File: src/rtl/mem_arbiter.sv
// Shares one single-port synchronous RAM between instruction fetch and load/store,
// data first. Optional fetch starvation guard enabled by `MEM_ARB_STARVE_GUARD_EN.
module mem_arbiter #(
    parameter int unsigned STARVE_LIMIT = 4
) (
    input  logic        clk,
    input  logic        nreset,
    input  logic        if_req,
    input  logic [31:0] if_addr,
    output logic        if_gnt,
    output logic        if_rvalid,
    output logic [31:0] if_rdata,
    input  logic        d_req,
    input  logic        d_we,
    input  logic [31:0] d_addr,
    input  logic [31:0] d_wdata,
    output logic        d_gnt,
    output logic        d_rvalid,
    output logic [31:0] d_rdata,
    output logic [31:0] mem_ad,
    output logic [31:0] mem_d,
    output logic        mem_we,
    input  logic [31:0] mem_q
);

    localparam logic [3:0] Limit = 4'(STARVE_LIMIT);

    typedef enum logic [1:0] {
        StIdle,
        StRespIf,
        StRespD
    } resp_e;

    resp_e       resp_q, resp_d;
    logic [31:0] last_ad_q;
    logic        force_if;

`ifdef MEM_ARB_STARVE_GUARD_EN
    logic [3:0] starve_q, starve_d;

    assign force_if = if_req && (starve_q == Limit);

    always_comb begin
        starve_d = starve_q;
        if (!if_req || if_gnt) begin
            starve_d = 4'd0;
        end else if (starve_q != Limit) begin
            starve_d = starve_q + 4'd1;
        end
    end

    always_ff @(posedge clk or negedge nreset) begin
        if (!nreset) begin
            starve_q <= 4'd0;
        end else begin
            starve_q <= starve_d;
        end
    end
`else
    logic unused_limit;
    assign unused_limit = ^Limit;
    assign force_if     = 1'b0;
`endif

    // Grants are gated by reset so nothing reaches the RAM while nreset is low.
    assign if_gnt = nreset & if_req & (~d_req | force_if);
    assign d_gnt  = nreset & d_req & ~(if_req & force_if);

    always_comb begin
        if (if_gnt) begin
            mem_ad = if_addr;
        end else if (d_gnt) begin
            mem_ad = d_addr;
        end else begin
            mem_ad = last_ad_q;
        end
    end

    assign mem_we = d_gnt & d_we;
    assign mem_d  = d_wdata;

    always_comb begin
        resp_d = StIdle;
        if (if_gnt) begin
            resp_d = StRespIf;
        end else if (d_gnt && !d_we) begin
            resp_d = StRespD;
        end
    end

    always_ff @(posedge clk or negedge nreset) begin
        if (!nreset) begin
            resp_q    <= StIdle;
            last_ad_q <= 32'd0;
        end else begin
            resp_q    <= resp_d;
            last_ad_q <= mem_ad;
        end
    end

    assign if_rvalid = (resp_q == StRespIf);
    assign d_rvalid  = (resp_q == StRespD);
    assign if_rdata  = mem_q;
    assign d_rdata   = mem_q;

endmodule

File: config.mk
export PLATFORM = sky130hd
export DESIGN_NAME = mem_arbiter
export DESIGN_NICKNAME = d
export VERILOG_FILES = /design/src/rtl/mem_arbiter.sv
export SDC_FILE = /design/constraint.sdc
export NUM_CORES = 1
export LEC_CHECK = 0
export ABC_AREA = 1
export CORE_MARGIN = 8
export CORE_UTILIZATION = 25
export DETAILED_ROUTE_END_ITERATION = 10
export PLACE_DENSITY_LB_ADDON = 0.05
export SYNTH_ARGS = -nofsm -noshare
export SYNTH_HDL_FRONTEND = slang
export SYNTH_SLANG_ARGS = --single-unit
File: constraint.sdc
create_clock -name clk -period 1.6 [get_ports clk]
set_input_delay 0.24 -clock clk [delete_from_list [all_inputs] [get_ports clk]]
set_output_delay 0.24 -clock clk [all_outputs]
set_load 0.02 [all_outputs]
After elaboration in Yosys (flattened, before gate mapping)

Index checks and enable logic that the tools add are counted.

Output and inout port bits: 133
Flip-flop bits (word level): 34
Logic and storage cells: 15

Equality and inequality tests: 2
Mux-type cells: 4
Reduce and logical (&&, ||, !) cells: 2
Bitwise logic cells: 5

Operators with widths:

| kind                                                             | count |
|---|---|
| 32-bit 2-to-1 mux                                                | 2 |
| 1-bit AND                                                        | 4 |
| 2-bit 2-to-1 mux                                                 | 2 |
| 2-bit by 1-bit == test with 1-bit output (second input constant) | 1 |
| 2-bit == test (second input constant)                            | 1 |
| 1-bit logical AND                                                | 1 |
| 1-bit zero test                                                  | 1 |
| 1-bit inverter                                                   | 1 |

Depth between registers and ports, before layout

Depth after elaboration: 4
Depth in mapped cells: 6
Gate-level depth less buffers: 4

Worst setup path after synthesis

Ideal clock, no wire load.

Path kind: in2out
Start point: input nreset
End point: output mem_ad[22]
Stages on the path: 6
Path slack: 0.427 ns
Arrival time: 0.933 ns
Data required time: 1.360 ns
Buffers on the path: 2
Path through: buf_4 > nand2_4 > inv_4 > buf_6 > nand2_1 > nand3_1

Cells in the longest elaborated chain, start to end: 3
Elaborated cells between the ends (all ways): 5
Classes of those cells: mux (2); bitwise (3)

RTL lines:

| item              | line | source |
|---|---|---|
| from (decl)       | 7    | `input logic nreset,` |
| 1-bit AND         | 67   | `assign d_gnt = nreset & d_req & ~(if_req & force_if);` |
| net d_gnt         | 17   | `output logic d_gnt,` |
| 32-bit 2-to-1 mux | 72   | `end else if (d_gnt) begin` |
| 32-bit 2-to-1 mux | 70   | `if (if_gnt) begin` |
| to (decl)         | 20   | `output logic [31:0] mem_ad,` |

The timed path passes the listed nets, and every way through them passes these cells.

Worst setup path after layout

Start point: input d_req
End point: output mem_ad[25]

Cells in the longest elaborated chain, start to end: 3
Elaborated cells between the ends (all ways): 5
Classes of those cells: mux (2); bitwise (3)

RTL lines:

| item                                           | line   | source |
|---|---|---|
| from (decl)                                    | 13     | `input logic d_req,` |
| 1-bit AND or 1-bit inverter (tied branches)    | 67, 66 |  |
| 32-bit 2-to-1 mux or 1-bit AND (tied branches) | 72, 66 |  |
| 32-bit 2-to-1 mux (*)                          | 70     |  |

Every way passes the cells marked *; elsewhere a longest branch is shown, timed or not.

==> flow_summary.toml <==
[timing]
max_clock_freq_mhz = 682
final_hold_slack_ns = 0.0245
clock-skew-final_ns = 0
setup-violations-final = 0
final_max_slew_viol_count = 0
rsz0062_at_grt = "false"
part_of_the_cycle_the_worst_path_needs = 0.916
relSlewSlack = 0.822
timing.final.hold_violations = 0
timing.final.crit_period_ns = 1.47
worstMarginPinSlew_ns = 0.267

[logic_synthesis]
synth_warnings = 0
yosysSeqAreaShare = 0.355
netlist_instances = 290
synth.area.top_cells = "sky130_fd_sc_hd__dfrtp_1 (35%), sky130_fd_sc_hd__buf_4 (31%), sky130_fd_sc_hd__nand3_1 (13%)"
syn-num-nets = 423
synthDominantAreaCellType = "sky130_fd_sc_hd__dfrtp_1"
ys_types = 12
synth_top_area_frac = 0.355
synth_seq_cells = 34
post_synthesis_instance_area_um2 = 2400
post_synth.cell_area_avg_um2 = 8.27

[power_and_ir_drop]
sequential_power_share = 0.403
power_density_nw_per_um2 = 813
clock_power_share = 0.268
net-switching-power_mw = 0.759
power.combinational.fraction = 0.330
worst_ir_drop_vdd_mv = 0.270
p_leak_nw = 1.42
intPower_mw = 1.69
netSwitchingFraction = 0.309

[cells_and_area]
final_layout_size_suffix_gt1_frac = 0.253
area.growth.synth_to_final_pct = 25.9
diodes = 0
finish.instance_area_um2 = 3020
final_nets = 456

[route]
antenna_violating_nets_post_route = 0
drt_pass_1_iters = 4
wl_met2_mm = 3.55
wl_met1_mm = 3.10
wire_length_per_cell_after_detailed_routing_um = 17.2
met3_wirelength_um = 816
wirelength_mm = 7.81
dr_total_vias = 1982
drtIter0Drc = 86
post-route-drc-count = 0
routed_via_density = 4.38
topRoutingLayerUsed = "met5"

[worst_hold_path]
min-delay-path-class = "in2async"

[die]
num_io_pins = 266
core.rowCount = 35
dieWidth_um = 114
placeable_core_region_um2 = 9280
floorplan.die_area_um2 = 13000
initial_core_util = 0.258
die_height_um = 114

[global_routing]
grt_first_pass_wirelength_mm = 12.4
first_global_vias = 2288
grt_max_degree = 38
global_route.usage.total = 0.120
grt_overflow = 0
number_of_antenna_violations_at_the_first_check_in_global_routing = 1

[setup_path]
timing.critical_path.arrival_ns = 1.23
number_of_cells_on_the_worst_reg_to_reg_path = 3
timing.critical_path.required_ns = 1.36
cp_max_fo = 10
crit_path_start_kind = "primary input"
reg2reg_setup_slack_ns = 0.78
cp-end-kind = "primary output"
critPathKind = "in2out"

[clock_tree]
clk_root_buffer_cell = "sky130_fd_sc_hd__clkbuf_8"
cts.repair_timing.setup_buffer_count = 0
cts-buffers-inserted = 5
tritoncts_num_sinks = 34
htree_num_levels = 2
postCtsHoldBufs = 0
tritoncts = "yes"
worst_skew_pair.late_latency_ns = 0.27
cts_clk_pin_slew_worst_paths_ns = 0.07
cts-root-to-sink-buffers = 2

[placed_design]
number_of_port_buffers = 105
dp.final_hpwl_mm = 5.96
finalWeightedCongestion = 0.671
postPlaceCellArea_um2 = 3080

[outcome]
status = "finished, final reports clean"

[flow_run]
max_cap_check_violation_count = 0
per-stage QoR:
stage	worst slack [ns]	power [mW]	utilization	setup TNS, ns	std cells
after detailed placement	-0.584	1.93	0.332	-19.07	445
after global placement	-0.575	1.94	0.332	-18.53	445
after global routing	0.0208	2.63	0.325	0	453
after CTS	0.0511	2.53	0.326	0	453
after floorplan	0.427	1.71	-	0	290
final	0.134	2.45	0.325	0	453
synthesized netlist by cell type:
master,count
sky130_fd_sc_hd__nand2_1,32
sky130_fd_sc_hd__nand3_1,64
sky130_fd_sc_hd__buf_2,13
sky130_fd_sc_hd__nand2_2,1
sky130_fd_sc_hd__inv_1,4
sky130_fd_sc_hd__nor2_1,5
sky130_fd_sc_hd__buf_6,3
sky130_fd_sc_hd__buf_4,100
sky130_fd_sc_hd__inv_4,1
sky130_fd_sc_hd__nand4_1,32
sky130_fd_sc_hd__nand2_4,1
sky130_fd_sc_hd__dfrtp_1,34
cell type report:
class,instances,area [um2]
clock buffers,7,86.3
repair buffers,142,1210
clock inverters,1,5.00
well taps,129,161
multi-input cells,135,679
fillers,1051,6260
inverters,5,21.3
flip-flops and latches,34,851
worst max-delay path: stages:
cell and delay [ns]:
sky130_fd_sc_hd__dlygate4sd2_1 0.28, sky130_fd_sc_hd__inv_1 0.13, sky130_fd_sc_hd__buf_4 0.19, sky130_fd_sc_hd__nand4_1 0.09
sky130_fd_sc_hd__nand3_1 0.12, sky130_fd_sc_hd__buf_2 0.18
sequential cells by signal (all words and copies together) (netlist names):
register and cells:
last_ad_q 32, resp_q 2
metal layers:
layer  global-route usage  vias up
li1                     -      950
met1                0.130      896
met2                0.187       91
met3               0.0608       43
met4               0.0683        2
met5                    0        -
final timing paths:
path / from / end
worst min-delay path: nreset / last_ad_q[5]
min in group clk: d_req / resp_q[0]
max in group asynchronous: nreset / last_ad_q[22]
worst max register to register: last_ad_q[1] / last_ad_q[1]
worst max-delay path: d_req / mem_ad[25]
worst min register to register: last_ad_q[0] / last_ad_q[0]
layout by cell type, fill, tap and decap left out, drive strengths merged:
| cell type | instances |
|---|---|
| nand2 | 34 |
| dfrtp | 34 |
| clkinv | 1 |
| buf | 70 |
| nand3 | 64 |
| clkdlybuf4s15 | 1 |
| clkbuf | 7 |
| dlygate4sd2 | 6 |
| clkdlybuf4s50 | 65 |
| inv | 5 |
| nor2 | 5 |
| nand4 | 32 |
power by group through the flow:
stage / Sequential, mW / Combinational [mW] / Clock [mW]
2_1_floorplan: 0.997 / 0.716 / 0
3_3_place_gp: 1.00 / 0.936 / 0
3_5_place_dp: 1.00 / 0.928 / 0
4_1_cts: 0.988 / 0.832 / 0.710
5_1_grt: 0.997 / 0.883 / 0.751
6_report: 0.988 / 0.809 / 0.657
timing repair:
item                       in CTS  in global routing
setup endpoints to repair      37                  3
resized for setup             137                  3
cloned                          0                  0
logic make-up (layout without fill, tap and decap cells):
group         after synthesis  in the layout  share of synthesized area
simple gates              135            135                      0.282
buf+inv                   121            155                      0.363
flops                      34             34                      0.355
No activity file was read; power rests on OpenSTA's default activity.
